File: src/rtl/apb_master.sv
// APB initiator: decodes a CPU load/store onto one-hot PSEL and runs SETUP/ACCESS.
// Optional macro APB_TIMEOUT_EN aborts an ACCESS phase after TIMEOUT_CYCLES cycles with err=1.
module apb_master #(
  parameter int          NUM_SLAVES     = 4,
  parameter logic [31:0] BASE_ADDR      = 32'h1000_0000,
  parameter int          TIMEOUT_CYCLES = 16
) (
  input  logic                     PCLK,
  input  logic                     PRESET,
  input  logic                     transfer,
  input  logic                     write,
  input  logic [31:0]              addr,
  input  logic [31:0]              wdata,
  output logic [31:0]              rdata,
  output logic                     ready,
  output logic                     err,
  output logic [31:0]              PADDR,
  output logic                     PWRITE,
  output logic [31:0]              PWDATA,
  output logic [NUM_SLAVES-1:0]    PSEL,
  output logic                     PENABLE,
  input  logic [32*NUM_SLAVES-1:0] PRDATA_bus,
  input  logic [NUM_SLAVES-1:0]    PREADY_vec
);

  typedef enum logic [1:0] {IDLE, SETUP, ACCESS} state_t;

  state_t                r_state;
  state_t                w_nextState;
  logic                  w_hit;
  logic [NUM_SLAVES-1:0] w_selDecode;
  logic                  w_slvReady;
  logic [31:0]           w_slvRdata;
  logic                  w_timeout;
  logic [31:0]           w_rdata;
  logic                  w_ready;
  logic                  w_err;
  logic [31:0]           w_paddr;
  logic                  w_pwrite;
  logic [31:0]           w_pwdata;
  logic [NUM_SLAVES-1:0] w_psel;
  logic                  w_penable;

  if (NUM_SLAVES < 1 || NUM_SLAVES > 16) begin : g_badNumSlaves
    $error("apb_master: NUM_SLAVES must be 1..16");
  end
  if (TIMEOUT_CYCLES < 2) begin : g_badTimeout
    $error("apb_master: TIMEOUT_CYCLES must be at least 2");
  end

  // PSEL is one-hot during SETUP/ACCESS, so it doubles as the slave-return mux select.
  always_comb begin
    w_hit       = (addr[31:16] == BASE_ADDR[31:16]) && (32'(addr[15:12]) < NUM_SLAVES);
    w_selDecode = '0;
    w_slvRdata  = '0;
    for (int i = 0; i < NUM_SLAVES; i++) begin
      w_selDecode[i] = (addr[15:12] == 4'(i));
      if (PSEL[i]) w_slvRdata = PRDATA_bus[32*i +: 32];
    end
    w_slvReady = |(PREADY_vec & PSEL);
  end

`ifdef APB_TIMEOUT_EN
  localparam int CW = ($clog2(TIMEOUT_CYCLES) + 1 > 5) ? $clog2(TIMEOUT_CYCLES) + 1 : 5;

  logic [CW-1:0] r_accessCnt;

  always_ff @(posedge PCLK or posedge PRESET) begin
    if (PRESET)                            r_accessCnt <= '0;
    else if (r_state == SETUP)             r_accessCnt <= '0;
    else if (r_state == ACCESS && !w_slvReady) r_accessCnt <= r_accessCnt + CW'(1);
  end

  assign w_timeout = (r_state == ACCESS) && (r_accessCnt == CW'(TIMEOUT_CYCLES - 1));
`else
  assign w_timeout = 1'b0;
`endif

  always_ff @(posedge PCLK or posedge PRESET) begin
    if (PRESET) begin
      r_state <= IDLE;
      rdata   <= '0;
      ready   <= 1'b0;
      err     <= 1'b0;
      PADDR   <= '0;
      PWRITE  <= 1'b0;
      PWDATA  <= '0;
      PSEL    <= '0;
      PENABLE <= 1'b0;
    end else begin
      r_state <= w_nextState;
      rdata   <= w_rdata;
      ready   <= w_ready;
      err     <= w_err;
      PADDR   <= w_paddr;
      PWRITE  <= w_pwrite;
      PWDATA  <= w_pwdata;
      PSEL    <= w_psel;
      PENABLE <= w_penable;
    end
  end

  always_comb begin
    w_nextState = r_state;
    unique case (r_state)
      IDLE:    if (transfer && w_hit) w_nextState = SETUP;
      SETUP:   w_nextState = ACCESS;
      ACCESS:  if (w_slvReady || w_timeout) w_nextState = IDLE;
      default: w_nextState = IDLE;
    endcase
  end

  // A PREADY arriving on the limit cycle takes priority over the timeout abort.
  always_comb begin
    w_rdata   = rdata;
    w_ready   = 1'b0;
    w_err     = 1'b0;
    w_paddr   = PADDR;
    w_pwrite  = PWRITE;
    w_pwdata  = PWDATA;
    w_psel    = PSEL;
    w_penable = 1'b0;
    unique case (r_state)
      IDLE: begin
        w_psel = '0;
        if (transfer && w_hit) begin
          w_paddr  = addr;
          w_pwrite = write;
          w_pwdata = wdata;
          w_psel   = w_selDecode;
        end else if (transfer) begin
          w_ready = 1'b1;
          w_err   = 1'b1;
          w_rdata = '0;
        end
      end
      SETUP: w_penable = 1'b1;
      ACCESS: begin
        w_penable = 1'b1;
        if (w_slvReady) begin
          w_psel    = '0;
          w_penable = 1'b0;
          w_ready   = 1'b1;
          if (!PWRITE) w_rdata = w_slvRdata;
        end else if (w_timeout) begin
          w_psel    = '0;
          w_penable = 1'b0;
          w_ready   = 1'b1;
          w_err     = 1'b1;
          w_rdata   = '0;
        end
      end
      default: w_psel = '0;
    endcase
  end

endmodule
File: config.mk
export PLATFORM = sky130hd
export DESIGN_NAME = apb_master
export DESIGN_NICKNAME = d
export VERILOG_FILES = /design/src/rtl/apb_master.sv
export SDC_FILE = /design/constraint.sdc
export NUM_CORES = 1
export LEC_CHECK = 0
export CAP_MARGIN = 10
export CORE_AREA = 2 2 117 119
export DETAILED_ROUTE_END_ITERATION = 8
export DIE_AREA = 0 0 119 121
export DONT_BUFFER_PORTS = 1
export PLACE_DENSITY = 0.58
export SLEW_MARGIN = 25
export SYNTH_ARGS = -nofsm -noshare
export SYNTH_HDL_FRONTEND = slang
export SYNTH_SLANG_ARGS = --single-unit
File: constraint.sdc
create_clock -name PCLK -period 5.85 [get_ports PCLK]
set_input_delay 0.8775 -clock PCLK [delete_from_list [all_inputs] [get_ports PCLK]]
set_output_delay 0.8775 -clock PCLK [all_outputs]
set_load 0.05 [all_outputs]
## After elaboration in Yosys (flattened, before gate mapping)

Cells that the tools add are included.

| cells by class | value |
|---|---|
| magnitude comparators | 1 |
| eq/ne operators | 11 |
| muxes and demuxes | 22 |
| reduce and logical (&&, ||, !) cells | 10 |
| bitwise logic cells | 2 |

Operators with widths:

| operator | number |
|---|---|
| $mux W32 | 8 |
| $pmux W32 S2 | 1 |
| $eq A16 B13 Y1 const B | 1 |
| $pmux W4 S3 | 1 |
| $ne A2 B2 Y1 const B | 5 |
| $eq A4 B2 Y1 const B | 2 |
| $mux W4 | 2 |
| $pmux W2 S3 | 1 |
| $reduce_and A2 Y1 | 3 |
| $mux W1 | 5 |
| $reduce_and A5 Y1 | 1 |
| $and A4 B4 Y4 | 1 |
| $eq A4 B1 Y1 const B | 1 |
| $logic_not A4 Y1 | 1 |
| $lt A4 B3 Y1 const B | 1 |
| $mux W2 | 2 |
| $pmux W1 S2 | 2 |
| $reduce_or A4 Y1 | 1 |
| $eq A2 B1 Y1 const B | 1 |
| $eq A2 B2 Y1 const B | 1 |
| $logic_and A1 B1 Y1 | 2 |
| $logic_not A2 Y1 | 1 |
| $reduce_bool A2 Y1 | 1 |
| $not A1 Y1 | 1 |

| storage, ports and cells | value |
|---|---|
| word-level logic and storage cells | 55 |
| bits in registers | 106 |
| input bits | 200 |
| output and inout port bits | 104 |

## Logic depth before layout (Yosys ltp)

| depth | value |
|---|---|
| depth in word-level cells | 7 |
| mapped depth | 8 |
| mapped depth without buffers | 6 |

## Least setup slack after synthesis

Ideal clock, no wire load.

| timing path | value |
|---|---|
| kind | in2reg |
| start point | in addr[17] |
| end point | reg PADDR[0] |
| setup time | 0.125 ns |
| buffers on the path | 1 |
| data required time | 5.725 ns |
| stages on the path | 5 |
| arrival | 2.152 ns |
| slack | 3.573 ns |
| cells stage by stage | nor4b_2 nand3_2 nor3_4 buf_4 mux2_2 |

| on the way | value |
|---|---|
| cells in the longest elaborated chain, start to end | 4 |

Ends and longest elaborated chain:

| element | RTL line | source |
|---|---|---|
| start: declaration | 12 | `input logic [31:0] addr,` |
| $eq A16 B13 Y1 | 53 | `w_hit = (addr[31:16] == BASE_ADDR[31:16]) && (32'(addr[15:12]) < NUM_SLAVES);` |
| $logic_and A1 B1 Y1 | 53 |  |
| $logic_and A1 B1 Y1 | 126 | `if (transfer && w_hit) begin` |
| $reduce_and A2 Y1 (no line) | n/a |  |
| end signal: assignment | 95 | `PADDR <= w_paddr;` |
| end: declaration | 17 | `output logic [31:0] PADDR,` |

Every way passes these cells.
A chain may end at the register's enable or synchronous reset.

## Worst setup path in the final report

| timing path | value |
|---|---|
| start point | in addr[17] |
| end point | reg PADDR[2] |

Same word-level chain as after synthesis.

==> results by group <==
Run status
  – Status: finished, final reports clean

Pwr
  – Share of power burned in registers: about 52%
  – Leak: 2.29 nW
  – Int Pwr: 1.12 mW
  – Switching portion of total power: between 20% and 30%
  – Part of the power in combinational logic: 1.6%
  – Net Switching: 292 µW
  – Clock network fraction of total power: around 46%
  – Peak supply drop: approximately 0.15 mV
  – Power density of the placed cells: 264 nW/µm²

Floorplan
  – Cell row count: 42
  – Die Span X: about 120 µm
  – Placeable Area: 13100 µm²
  – Y dimension of the die: 121 µm
  – Starting density of the core: 37.8%
  – Die ar.: 14400 µm²
  – I/O pin cnt: 304

CTS
  – CTS tree: done
  – Post-CTS Setup Bufs: 0
  – Num Clock Sinks: 106
  – Clock insertion delay at the later pin of the skew report: 0.34 ns
  – Post_cts resized: 0
  – Clock Root Buffer: clkbuf_16
  – TritonCTS Buffers: 9
  – H-Tree Depth: 3
  – Max clock buf depth: 2
  – Hold_buf cts: 0
  – Clock-pin slew reported for the worst setup and hold paths after clock tree synthesis: 0.07 ns

Setup path
  – CP endpoint kind: flop
  – Library cell contributing the largest single delay on the critical path: nor3_4
  – Setup Crit Path Kind: in2reg
  – Buf+Inv Stages, Crit Path: 1
  – Nature of the critical path startpoint: input port
  – Category of cells accounting for the largest share of critical-path delay: simple AND/OR/NAND/NOR gates
  – Critical path data required time: 6.08 ns
  – Crit-path max cell delay: 0.71 ns
  – Largest fanout on the critical path: 48
  – Cells along the critical path: nor4b_2, nand3_2, nor3_4, buf_4, mux2_2
  – Worst path arrival time: 3.16 ns

Routing
  – Detailed-routing iteration count for the pre-antenna-repair pass: 4
  – Via count: approximately 3.4k
  – Antenna viol nets, final: 0
  – DR DRC count: 0
  – Final wirelength: around 13000 µm
  – Routed via count divided by cell count: 5.76
  – Number of design-rule violations left by the first detailed-router iteration: 145
  – Wirelength per Cell: 21.6 µm

Logic synthesis
  – Synth area leader: dfrtp_1
  – Async set or reset register ratio after synthesis: between 90% and 100%
  – Synthesis Warnings: 0
  – Post-synthesis net count: about 620
  – Number of cells produced by synthesis: approximately 420
  – Area share of the largest cell type after synthesis: 53.6%
  – Avg Cell Area, Syn: ~12 µm²
  – Netlist area before placement: 4950 µm²
  – Synth area leaders: dfrtp_1 54%, mux2_2 10%, nor2b_1 6.3%
  – Flip-flop cell with the highest count after synthesis: dfrtp_1
  – Sequential share of the synthesized area: around 54%
  – Number of flops mapped to enable cells by yosys: 0
  – Synth cell types: 36
  – Flip-flop and latch count after synthesis: 106

Timing
  – Number of max-slew violations in the final report: 0
  – Post-layout min period: between 2 and 3 ns
  – Fin Hold WS: 0.450 ns
  – Relative slew margins: between 30 and 40%
  – Unrepaired setup endpoints after global routing: false
  – Setup slack after layout: approximately 2.9 ns
  – Total Negative Setup Slacks: 0 ns
  – Fmax: approximately 340 MHz
  – Endpoints failing setup: 0
  – Final worst-path cycle share: 50.0%
  – Worst-Margin Slew: between 0.9 and 1 ns
  – Total count of hold-check failures in the final report: 0
  – Worst-case clock skew: 0.00717 ns

Global route
  – GRT Util Overall: between 15 and 20%
  – Largest net degree at the start of global routing: between 60 and 70
  – Met2 layer usage reported by global route: roughly 28%
  – Met1 Use GR: 19.3%
  – Via count of the first global-routing pass: 3424
  – Number of antenna violations at the first check in global routing: 0
  – Global routing usage on met3: 6.39%
  – Remaining global-route overflow: 0
  – Highest-utilization routing layer at the global route stage: met2
  – First-pass GRT wire length: 18700 µm

Cells and area
  – Number of nets in the layout: 604
  – Most frequent standard cell in the layout excluding fill and tap cells: dfrtp_1
  – Fillers: 1255
  – Area growth from synthesis to layout: 7.92%
  – Ratio of cells with drive above 1 in the final layout: 19.7%
  – Leading cell types in the layout, fill and taps excluded: 104 x dfrtp_1, 49 x nor2b_1, 45 x mux2_2
  – Ant. Diodes: 0

Place
  – Gpl congestion: 0.822
  – Number of port buffers: 0
  – Hpwl dp: 9450 µm
  – Post-Place Setup Slack: 2.52 ns

Min path
  – Path type of the worst min-delay path: in2async

Job
  – Max-cap viol count: 0
==> sequential cells by signal, indices dropped and copies added, names as in the netlist <==
name     flops
ready        1
PENABLE      1
PWRITE       1
r_state      2
PWDATA      32
PADDR       32
rdata       32
PSEL         4
err          1
==> metrics by stage <==
step	cell area, µm²	utilization, %	total power [mW]	cells
2_1_floorplan	4950	-	0.770	421
3_3_place_gp	5010	38.3	0.774	566
3_5_place_dp	5010	38.3	0.775	566
4_1_cts	5340	40.8	1.43	582
5_1_grt	5340	40.8	1.46	582
6_report	5340	40.8	1.41	582
==> cell type report <==
type | count | area [µm²] | share of cell area (%)
Clock buffer | 10 | 229 | 4.29
Clock inverter | 6 | 97.6 | 1.83
Tap cell | 176 | 220 | 4.12
Multi-Input combinational cell | 272 | 2070 | 38.7
Timing Repair Buffer | 5 | 37.5 | 0.703
Sequential cell | 106 | 2660 | 49.8
Inverter | 7 | 28.8 | 0.539
==> power by group through the flow <==
stage                     combinational [mW]  clock [mW]  sequential, mW
after floorplan                       0.0199           0           0.750
after detailed placement              0.0243           0           0.750
after CTS                             0.0241       0.673           0.736
after global routing                  0.0270       0.698           0.736
after global placement                0.0237           0           0.750
final                                 0.0228       0.651           0.736
==> per-layer routing <==
layer / part of all wire [%] / wire [µm]
met4: 2.1 / 267
met3: 10 / 1260
met1: 39 / 4890
met2: 49 / 6170
met5: 0 / 0
==> worst paths after layout <==
kind / startpoint / to / slack (ns) / cells after the start
max in group asynchronous: PRESET / PSEL[2]$_DFFE_PP0P_ / 4.15 / 2
hold reg to reg: r_state[0]$_DFFE_PP0P_ / r_state[0]$_DFFE_PP0P_ / 0.54 / 1
setup reg to reg: r_state[0]$_DFFE_PP0P_ / PADDR[2]$_DFFE_PP0P_ / 3.06 / 6
setup / recovery: addr[17] / PADDR[2]$_DFFE_PP0P_ / 2.92 / 5
min in group PCLK: r_state[0]$_DFFE_PP0P_ / r_state[0]$_DFFE_PP0P_ / 0.54 / 1
hold / removal: PRESET / PADDR[9]$_DFFE_PP0P_ / 0.45 / 1
==> cells by family after synthesis <==
group	Yosys count	synth area share (%)
compound gates	111	16.9
buf+inv	43	4.63
mux	45	10.2
simple gates	113	13.9
flops	106	53.6
fa+ha+maj	3	0.759
==> synthesized netlist by cell type, types with 2 or more instances <==
| library cell | n |
|---|---|
| dfrtp_1 | 106 |
| ha_1 | 3 |
| buf_4 | 7 |
| mux2_2 | 45 |
| nor2_1 | 3 |
| a221oi_1 | 32 |
| buf_2 | 3 |
| clkbuf_1 | 21 |
| nand2_1 | 10 |
| a22oi_1 | 2 |
| nor2b_1 | 50 |
| o2bb2ai_1 | 32 |
| nor3_1 | 32 |
| nor4_2 | 3 |
| o21ai_0 | 6 |
| a21oi_1 | 33 |
| inv_1 | 7 |
| buf_6 | 5 |
| nand3_1 | 4 |
(Power assumes the default switching activity.)
